==> config.mk <==
export PLATFORM = sky130hd
export DESIGN_NAME = seq_mult
export DESIGN_NICKNAME = d
export VERILOG_FILES = /design/src/rtl/seq_mult.sv
export SDC_FILE = /design/constraint.sdc
export NUM_CORES = 1
export LEC_CHECK = 0
export ABC_AREA = 1
export CELL_PAD_IN_SITES_DETAIL_PLACEMENT = 1
export CELL_PAD_IN_SITES_GLOBAL_PLACEMENT = 1
export CORE_MARGIN = 2
export CORE_UTILIZATION = 46
export DETAILED_ROUTE_END_ITERATION = 12
export PLACE_DENSITY = 0.89
export SYNTH_ARGS = -nofsm -noshare
export SYNTH_HDL_FRONTEND = slang
export SYNTH_SLANG_ARGS = --single-unit
==> constraint.sdc <==
create_clock -name clk -period 5.8 [get_ports clk]
set_input_delay 0.58 -clock clk [delete_from_list [all_inputs] [get_ports clk]]
set_output_delay 0.58 -clock clk [all_outputs]
set_load 0.1 [all_outputs]
==> src/rtl/seq_mult.sv <==
// Sequential shift-add multiplier, signed/unsigned, with a start/busy/done handshake.
// Define SEQ_MULT_EARLY_TERM_EN to leave RUN as soon as the remaining multiplier bits are zero.
module seq_mult #(
    parameter  int WIDTH = 16,
    localparam int CNT_W = $clog2(WIDTH) + 1
) (
    input  logic             clk,
    input  logic             rst_n,
    input  logic             start,
    input  logic             signed_mode,
    input  logic [WIDTH-1:0] A,
    input  logic [WIDTH-1:0] B,
    output logic             busy,
    output logic             done,
    output logic [WIDTH-1:0] hi,
    output logic [WIDTH-1:0] lo
);

    typedef enum logic [1:0] {
        S_IDLE,
        S_RUN,
        S_DONE
    } state_t;

    state_t               state_q, state_d;
    logic [2*WIDTH-1:0]   acc_q, acc_d;
    logic [2*WIDTH-1:0]   mcand_q, mcand_d;
    logic [WIDTH-1:0]     mplier_q, mplier_d;
    logic [CNT_W-1:0]     cnt_q, cnt_d;
    logic                 neg_q, neg_d;
    logic [WIDTH-1:0]     hi_q, hi_d;
    logic [WIDTH-1:0]     lo_q, lo_d;

    logic                 sign_a, sign_b;
    logic [WIDTH-1:0]     abs_a, abs_b;
    logic [WIDTH-1:0]     mplier_shr;
    logic [2*WIDTH-1:0]   sum;
    logic [2*WIDTH-1:0]   prod;
    logic                 run_last;

    assign sign_a     = signed_mode & A[WIDTH-1];
    assign sign_b     = signed_mode & B[WIDTH-1];
    // |-2^(W-1)| wraps to 2^(W-1), which is the correct unsigned magnitude
    assign abs_a      = sign_a ? -A : A;
    assign abs_b      = sign_b ? -B : B;
    assign mplier_shr = mplier_q >> 1;
    assign sum        = acc_q + (mplier_q[0] ? mcand_q : '0);
    assign prod       = neg_q ? -sum : sum;

`ifdef SEQ_MULT_EARLY_TERM_EN
    assign run_last = (cnt_q == CNT_W'(WIDTH - 1)) || (mplier_shr == '0);
`else
    assign run_last = (cnt_q == CNT_W'(WIDTH - 1));
`endif

    always_ff @(posedge clk or negedge rst_n) begin
        if (!rst_n) begin
            state_q <= S_IDLE;
        end else begin
            state_q <= state_d;
        end
    end

    always_comb begin
        state_d = state_q;
        unique case (state_q)
            S_IDLE: if (start) state_d = S_RUN;
            S_RUN:  if (run_last) state_d = S_DONE;
            S_DONE: state_d = S_IDLE;
            default: state_d = S_IDLE;
        endcase
    end

    always_comb begin
        busy = (state_q != S_IDLE);
        done = (state_q == S_DONE);
    end

    always_comb begin
        acc_d    = acc_q;
        mcand_d  = mcand_q;
        mplier_d = mplier_q;
        cnt_d    = cnt_q;
        neg_d    = neg_q;
        hi_d     = hi_q;
        lo_d     = lo_q;
        if (state_q == S_IDLE && start) begin
            acc_d    = '0;
            mcand_d  = {{WIDTH{1'b0}}, abs_a};
            mplier_d = abs_b;
            cnt_d    = '0;
            neg_d    = sign_a ^ sign_b;
        end else if (state_q == S_RUN) begin
            acc_d    = sum;
            mcand_d  = mcand_q << 1;
            mplier_d = mplier_shr;
            cnt_d    = cnt_q + CNT_W'(1);
            if (run_last) begin
                hi_d = prod[2*WIDTH-1:WIDTH];
                lo_d = prod[WIDTH-1:0];
            end
        end
    end

    always_ff @(posedge clk or negedge rst_n) begin
        if (!rst_n) begin
            acc_q    <= '0;
            mcand_q  <= '0;
            mplier_q <= '0;
            cnt_q    <= '0;
            neg_q    <= 1'b0;
            hi_q     <= '0;
            lo_q     <= '0;
        end else begin
            acc_q    <= acc_d;
            mcand_q  <= mcand_d;
            mplier_q <= mplier_d;
            cnt_q    <= cnt_d;
            neg_q    <= neg_d;
            hi_q     <= hi_d;
            lo_q     <= lo_d;
        end
    end

    assign hi = hi_q;
    assign lo = lo_q;

endmodule

==> results.tsv <==
stage	metric	value	unit
global_route	largest net degree at the start of global routing	79	
drt	DRT iter0 DRCs	812	
layout	diode count	0	
clocking	post-CTS resize count	0	
setup_path	worst setup path class	flop to flop	
clocking	Root Buffer	clkbuf_16	
synth	ys async rst share	1.00	
drt	router iterations before antenna repair	5	
synth	synth cell count leaders	524 x nand2_1, 218 x inv_1, 131 x o21ai_0	
clocking	Post-CTS Setup Bufs	0	
clocking	Sink Count	120	
synth	top cell type by total area after synthesis	dfrtp_1	
timing	post-layout min period	4.22	ns
global_route	GRT Overall Usage	0.328	
timing	RSZ-0062 raised after global routing	false	
timing	Max Clk Rate	237	MHz
synth	Synth top area share	0.324	
die	Die ar.	21300	um^2
drt	DR vias	10203	
clocking	number of buffers created by CTS	17	
die	row count	51	
timing	Slew @ Worst Pin	1.28	ns
drt	DR vias/cell	5.66	
timing	clock skew	0.0123	ns
setup_path	Startpoint Class	flop	
timing	Pins Over Slew Limit	0	
drt	Final ANT Viol Nets	0	
layout	nets	1598	
synth	synthesized area	9260	um^2
synth	synth unique cells	44	
die	chip width	146	um
clocking	Reg clk slew, reported paths	0.07	ns
setup_path	Worst Path Max Fanout	33	
drt	DRC	0	
global_route	vias in the first global route	10572	
clocking	hold buffer count at CTS	0	
setup_path	Max stage delay cell, worst path	dfrtp_1	
synth	Synth Flop Type	dfrtp_1	
placement	GPL Wtd Cong	0.889	
die	Starting Density	0.473	
layout	# fillers	2685	
hold_path	worst hold-check path type	primary input to async pin	
global_route	GRT overflow	0	
placement	IO Port Bufs	69	
global_route	first-pass GRT wire length	55.1	mm
synth	Yosys Warn Count	0	
clocking	CTS Buffer Depth	2	
synth	syn_area_per_cell	6.31	um^2
run	total of max-cap violations	0	
setup_path	CP arrival	4.55	ns
timing	Final setup viols	0	
synth	Cells after Synth	1469	
synth	Seq cells post-synth	120	
die	Core Area	19600	um^2
layout	Area Growth Syn to Fin	16.6	%
synth	most frequent cell after synthesis	nand2_1	
timing	final setup TNS	0	ns
timing	Final Cycle Share	0.728	
setup_path	Worst path most repeated cell	nand2_1	
layout	area of the multi-input gates	5250	um^2
setup_path	CP max stage delay	1.14	ns
setup_path	Critical Path, Cell by Cell	nand2_1, inv_1, ha_1, fa_1, inv_1, ha_1, inv_1, nor2_1, nand3_1, nor2_1, nand2_1, nor2_1, nand3_1, nor2_1, nand3_1, nand2_1, nand2_1, nand3_1, nand2_1	
global_route	initial antenna violation count	0	
synth	sequential element share of the synthesized area	0.324	
clocking	H-tree depth	4	
clocking	CTS tree	built	
timing	slew margin rel.	0.148	
synth	dominant cells by area after synthesis	dfrtp_1 32%, nand2_1 21%, inv_1 8.8%	
clocking	clk_lat worst skew	0.44	ns
drt	DR WL/cell	19.3	um
run_status	outcome	finished, final reports clean	
layout	share of post-route cells with drive strength above 1	0.0676	
placement	Post-DP HPWL	25.2	mm
timing	Fin. Hold Viols	0	
drt	final WL	34.7	mm
setup_path	CP Data Required Time	6.12	ns
synth	number of flops mapped to enable cells by yosys	0	
die	I/O pins	70	
synth	synthesized net count	1542	
setup_path	Setup crit end kind	flop	
die	die height	146	um
layout	Reg area	3000	um^2
cell families after synthesis:
| logic type | count (synthesis) | share of synthesized area |
|---|---|---|
| flops | 120 | 0.324 |
| xor+xnor | 31 | 0.0293 |
| buf+inv | 273 | 0.111 |
| compound gates | 209 | 0.123 |
| simple gates | 799 | 0.362 |
| fa+ha+maj | 37 | 0.0508 |
area by class of cell:
class,instances,share of cell area
Clock buffer,18,0.0397
Clock inverter,14,0.0171
Inverter,236,0.0820
Multi-Input combinational cell,1076,0.485
Sequential cell,120,0.278
Tap cell,265,0.0307
Timing Repair Buffer,74,0.0672
registers in the layout, summed over array words and instances (netlist names):
register and flops:
hi 16, acc_q 32, lo 16, state_q 2, mplier_q 16, cnt_q 5, neg_q 1, mcand_q 32
final timing paths:
check                                   startpoint                endpoint  slack (ns)  depth (start not counted)
min reg2reg                   acc_q[8]$_DFFE_PN0P_    acc_q[8]$_DFFE_PN0P_        0.49                          2
max in group asynchronous                    rst_n       hi[4]$_DFFE_PN0P_        4.18                          2
min                                          rst_n  mcand_q[0]$_DFFE_PN0P_        0.23                          1
min in group clk              acc_q[8]$_DFFE_PN0P_    acc_q[8]$_DFFE_PN0P_        0.49                          2
max reg2reg                mplier_q[0]$_DFFE_PN0P_      hi[12]$_DFFE_PN0P_        1.58                         19
max                        mplier_q[0]$_DFFE_PN0P_      hi[12]$_DFFE_PN0P_        1.58                         19
routing by layer:
metal / up-vias / wire length [um] / track usage
met5: - / 0 / 0
met1: 5072 / 14900 / 0.419
li1: 4732 / - / -
met3: 65 / 1950 / 0.0492
met4: 0 / 867 / 0.105
met2: 334 / 17000 / 0.570
cells in the final DEF (no fill, tap or decap), types with 23 or more instances in the layout:
cell type and count:
a21oi_1 35, clkdlybuf4s50_1 68, dfrtp_1 120, ha_1 36, inv_1 218, nand2_1 523, nand2_2 25, nand3_1 99
nor2_1 91, o21ai_0 131, xor2_1 23
worst max-delay path: cells and delay by family (launching register included):
family / cells / cell delay [ns]
AND/OR/NAND/NOR: 13 / 1.65
buffers and inverters: 3 / 0.32
flip-flops: 1 / 1.14
adder cells (fa/ha/maj): 3 / 1.00
per-stage QoR:
step           std cells  worst slack [ns]  hold slack (ns)  utilization  area [um^2]
2_1_floorplan       1469              2.88            0.284            -         9260
3_3_place_gp        1771              2.02            0.463        0.520        10200
3_5_place_dp        1771              1.84            0.478        0.520        10200
4_1_cts             1803              1.71            0.272        0.552        10800
5_1_grt             1803              1.20            0.293        0.552        10800
6_report            1803              1.58            0.233        0.552        10800
Power is not shown: default switching activity piles up to over one toggle a cycle in this logic, so the estimate is an artifact.
